--- src/rtl/cache_arbiter_pkg.sv ---
// Shared types for the I/D cache to physical-memory arbiter.
package cache_arbiter_pkg;

  typedef enum logic [1:0] {
    arb_idle   = 2'b00,
    arb_icache = 2'b01,
    arb_dcache = 2'b10,
    arb_done   = 2'b11
  } arbiter_states;

  // Encoding of the last_served flag used by round-robin tie breaking.
  localparam logic REQ_I = 1'b0;
  localparam logic REQ_D = 1'b1;

endpackage

--- src/rtl/cache_arbiter.sv ---
// Shares the physical-memory line port between I-cache and D-cache.
// Define CACHE_ARBITER_RR_EN for round-robin ties; default build lets the D-cache win ties.
module cache_arbiter
  import cache_arbiter_pkg::*;
#(
  parameter int unsigned LINE_W = 256,
  parameter int unsigned ADDR_W = 32
) (
  input  logic              clk,
  input  logic              rst,
  input  logic              i_read,
  input  logic [ADDR_W-1:0] i_address,
  output logic [LINE_W-1:0] i_rdata,
  output logic              i_resp,
  input  logic              d_read,
  input  logic              d_write,
  input  logic [ADDR_W-1:0] d_address,
  input  logic [LINE_W-1:0] d_wdata,
  output logic [LINE_W-1:0] d_rdata,
  output logic              d_resp,
  output logic              pmem_read,
  output logic              pmem_write,
  output logic [ADDR_W-1:0] pmem_address,
  output logic [LINE_W-1:0] pmem_wdata,
  input  logic [LINE_W-1:0] pmem_rdata,
  input  logic              pmem_resp
);

  arbiter_states r_state;
  arbiter_states w_state_next;

  logic w_i_req;
  logic w_d_req;
  logic w_tie_d;

  assign w_i_req = i_read;
  assign w_d_req = d_read | d_write;

`ifdef CACHE_ARBITER_RR_EN
  logic r_last_served;
  logic w_resp_i;
  logic w_resp_d;

  assign w_resp_i = (r_state == arb_icache) && pmem_resp;
  assign w_resp_d = (r_state == arb_dcache) && pmem_resp;

  always_ff @(posedge clk) begin
    if (rst) begin
      r_last_served <= REQ_I;
    end else if (w_resp_i) begin
      r_last_served <= REQ_I;
    end else if (w_resp_d) begin
      r_last_served <= REQ_D;
    end
  end

  // The requester that was not served last wins a tie.
  assign w_tie_d = (r_last_served == REQ_I);
`else
  assign w_tie_d = 1'b1;
`endif

  always_ff @(posedge clk) begin
    if (rst) begin
      r_state <= arb_idle;
    end else begin
      r_state <= w_state_next;
    end
  end

  always_comb begin
    w_state_next = r_state;
    unique case (r_state)
      arb_idle: begin
        if (w_i_req && w_d_req) begin
          w_state_next = w_tie_d ? arb_dcache : arb_icache;
        end else if (w_i_req) begin
          w_state_next = arb_icache;
        end else if (w_d_req) begin
          w_state_next = arb_dcache;
        end
      end
      arb_icache: begin
        if (pmem_resp) w_state_next = arb_done;
      end
      arb_dcache: begin
        if (pmem_resp) w_state_next = arb_done;
      end
      // One dead cycle lets the served requester drop its request before idle re-samples it.
      arb_done: w_state_next = arb_idle;
      default:  w_state_next = arb_idle;
    endcase
  end

  always_comb begin
    pmem_read    = 1'b0;
    pmem_write   = 1'b0;
    pmem_address = '0;
    pmem_wdata   = '0;
    i_resp       = 1'b0;
    i_rdata      = '0;
    d_resp       = 1'b0;
    d_rdata      = '0;
    unique case (r_state)
      arb_icache: begin
        pmem_read    = 1'b1;
        pmem_address = i_address;
        if (pmem_resp) begin
          i_resp  = 1'b1;
          i_rdata = pmem_rdata;
        end
      end
      arb_dcache: begin
        // A write wins if both strobes are (illegally) raised together.
        pmem_write   = d_write;
        pmem_read    = d_read & ~d_write;
        pmem_address = d_address;
        pmem_wdata   = d_wdata;
        if (pmem_resp) begin
          d_resp  = 1'b1;
          d_rdata = pmem_rdata;
        end
      end
      default: ;
    endcase
  end

endmodule

--- config.mk ---
export PLATFORM = sky130hd
export DESIGN_NAME = cache_arbiter
export DESIGN_NICKNAME = d
export VERILOG_FILES = /design/src/rtl/cache_arbiter_pkg.sv /design/src/rtl/cache_arbiter.sv
export SDC_FILE = /design/constraint.sdc
export NUM_CORES = 1
export LEC_CHECK = 0
export CORE_AREA = 2 2 544 546
export DETAILED_ROUTE_END_ITERATION = 7
export DIE_AREA = 0 0 546 548
export SLEW_MARGIN = 20
export SYNTH_ARGS = -nofsm -noshare
export SYNTH_HDL_FRONTEND = slang
export SYNTH_SLANG_ARGS = --single-unit
--- constraint.sdc ---
create_clock -name clk -period 2.79 [get_ports clk]
set_input_delay 0.837 -clock clk [delete_from_list [all_inputs] [get_ports clk]]
set_output_delay 0.837 -clock clk [all_outputs]
set_load 0.05 [all_outputs]
==> reports/qor.yml <==
status:
  status: "complete, but fails checks"
  violations: "negative setup slack"
timing:
  hold_viol_final: 0
  period_needed_ns: 2.85
  slew_headroom_pct: 47.5
  worstMarginPinSlew_ns: 0.787
  setup_tns_ns: -0.193
  fin_crit_sh_pct: 102
  drv_slew: 0
  finClkSkew_ns: 0.00106
  clock.fmax_ghz: 0.351
  setup_ws_ns: -0.0561
  setup_viol: 9
  rsz0062_at_grt: "true"
layout:
  multi_input_area_um2: 6010
  drive_gt1_share_pct: 45.6
  area_growth_pct: 459
  largest-register: "r_state"
  regArea_um2: 41.3
  nFillCells: 33400
  finalCoreUtilization_pct: 11.8
  largest_reg_flops: 2
  top_regs: "r_state x2"
  final_nets: 2916
synthesis:
  netlist_area_um2: 6170
  syn_nets: 1597
  synthTopCellsByCount: "and3_1, and2_1, clkbuf_1"
  yosysTopAreaCell: "and3_1"
  yosysUniqueCellTypes: 21
  synthFlopType: "dfxtp_1"
  syn_avg_cell_area_um2: 6.11
  post-synth-top-count-cell: "and3_1"
  synth_edf_count: 0
  synth_top_area_share_pct: 51.9
  yosysSeqAreaShare_pct: 0.648
  ys_warn_count: 0
  async_reset_ff_share_pct: 0
  synthTopCellsByArea: "and3_1, and2_1, buf_2, a22oi_1, clkbuf_2"
  ys_ff_latch: 2
  synth_cells: 1010
clocking:
  cts_buffers: 3
  clock_latency_ns: 0.22
  clockBufferDepth: 2
  cts_tree: "built"
  cts_root_buffer: "clkbuf_16"
  cts.sinks: 2
  clk_pin_slew_ns: 0.03
  htreeDepth: 1
  hold_buffers: 0
drt:
  drt_iter0_markers: 982
  drtAntennaViolNets: 0
  wl_met2_um: 99700
  drt-met1-wl_um: 101000
  wirelength_um: 239000
  avgRoutedWirePerCell_um: 37.8
  wl_met3_um: 30600
  first_pass_iters: 5
  post-route-drc-count: 0
  routed_via_density: 2.43
  top_layer: "met5"
  vias: 15400
setup_path:
  cp.required_ns: 1.95
  start_kind: "primary input"
  path_max_fanout: 2
  path_class: "in -> out"
  end_kind: "output port"
  critPathArrivalTime_ns: 2.01
grt:
  globalRouteTotalUtil_pct: 15.3
  antenna_found_initial: 244
  grt_pass1_wl_um: 273000
  grt_max_degree: 117
  grt_pass1_vias: 14600
  overflow: 0
die:
  dieArea_um2: 299000
  boundaryPins: 1386
  initial_core_util_pct: 2.11
  die_h_um: 548
  rows: 199
  core_um2: 293000
  die_width_um: 546
power:
  ir_worst_vdd_uv: 383
  switchingPower_mw: 16.1
  clkPwrFrac_pct: 0.8
  combPwrFrac_pct: 98.9
  power_frac_seq_pct: 0.3
  intPower_mw: 11.0
  leakage_nw: 13.7
  power.density_nw_per_um2: 786
  p_sw_share_pct: 59.5
placed_design:
  dp_slack_ns: -0.731
  gp_congestion: 0.946
  io_buffers: 1385
  hpwl_um: 222000
min_path:
  worstHoldPathType: "reg -> reg"
run:
  max_cap_violations: 0
[stage by stage]
| step | cell area, um2 | hold WS, ns | power (mW) | cells |
|---|---|---|---|---|
| after CTS | 33800 | 0.645 | 27.3 | 6242 |
| after floorplan | 6170 | 0.533 | 10.6 | 1010 |
| after global routing | 34400 | 0.637 | 28.1 | 6293 |
| after detailed placement | 33200 | 0.737 | 26.7 | 6225 |
| after global placement | 33200 | 0.712 | 26.7 | 6225 |
| final | 34500 | 0.614 | 27.1 | 6333 |
[logic make-up (layout without fill, tap and decap cells)]
kind of cell	count (synthesis)	in the layout	synth area share, %
other cells	0	87	0
fa+ha+maj	5	5	1.01
buf+inv	156	1473	11.7
flops	2	2	0.648
compound gates	38	38	4.74
simple gates	809	809	81.9
[worst max-delay path: stages]
cell,delay [ns]
dlygate4sd2_1,0.71
and3_4,0.31
buf_12,0.14
[placed cells by master (no fill, tap or decap), types with 29 or more instances in the layout]
cell               n
dlygate4sd2_1     89
and2_1           257
diode_2           87
and3_1           407
clkdlybuf4s50_1  451
clkdlybuf4s15_2   30
buf_4             29
and3_4            92
buf_12           828
a22oi_1           31
[cell type report]
cell class / count / area share, %
sequential: 2 / 0.120
multi-input combinational: 852 / 17.4
clock buffer: 3 / 0.218
antenna: 87 / 0.631
inverter: 3 / 0.0326
tap: 3919 / 14.2
timing repair buffer: 1467 / 67.4
[final timing paths]
check	startpoint	to	slack, ns	cells after the start
max	pmem_rdata[201]	d_rdata[201]	-0.06	3
min	r_state[0]$_SDFFE_PP0P_	r_state[0]$_SDFFE_PP0P_	0.61	2
max reg2reg	r_state[1]$_SDFFE_PP0P_	r_state[0]$_SDFFE_PP0P_	1.09	6
min reg2reg	r_state[0]$_SDFFE_PP0P_	r_state[0]$_SDFFE_PP0P_	0.61	2
[power groups by stage]
| stage | Combinational, mW | Clock [mW] | Sequential [mW] |
|---|---|---|---|
| final | 26.8 | 0.218 | 0.0685 |
| after global routing | 27.8 | 0.222 | 0.0710 |
| after CTS | 27.0 | 0.217 | 0.0664 |
| after detailed placement | 26.6 | 0 | 0.0644 |
| after global placement | 26.6 | 0 | 0.0626 |
| after floorplan | 10.5 | 0 | 0.0521 |
[routing by layer]
layer / GRT usage (%) / vias to the layer above
met5: 0 / -
met4: 3.20 / 70
met3: 7.10 / 334
met2: 23.0 / 1458
met1: 19.7 / 7296
li1: - / 6249
[repair_timing]
item	CTS	global route
buffers inserted	7	0
gates resized for setup	257	104
endpoints found under the setup margin	359	192
gates cloned	7	4
pin swaps	1	1
Note: power is estimated with default switching activity, not from simulation.
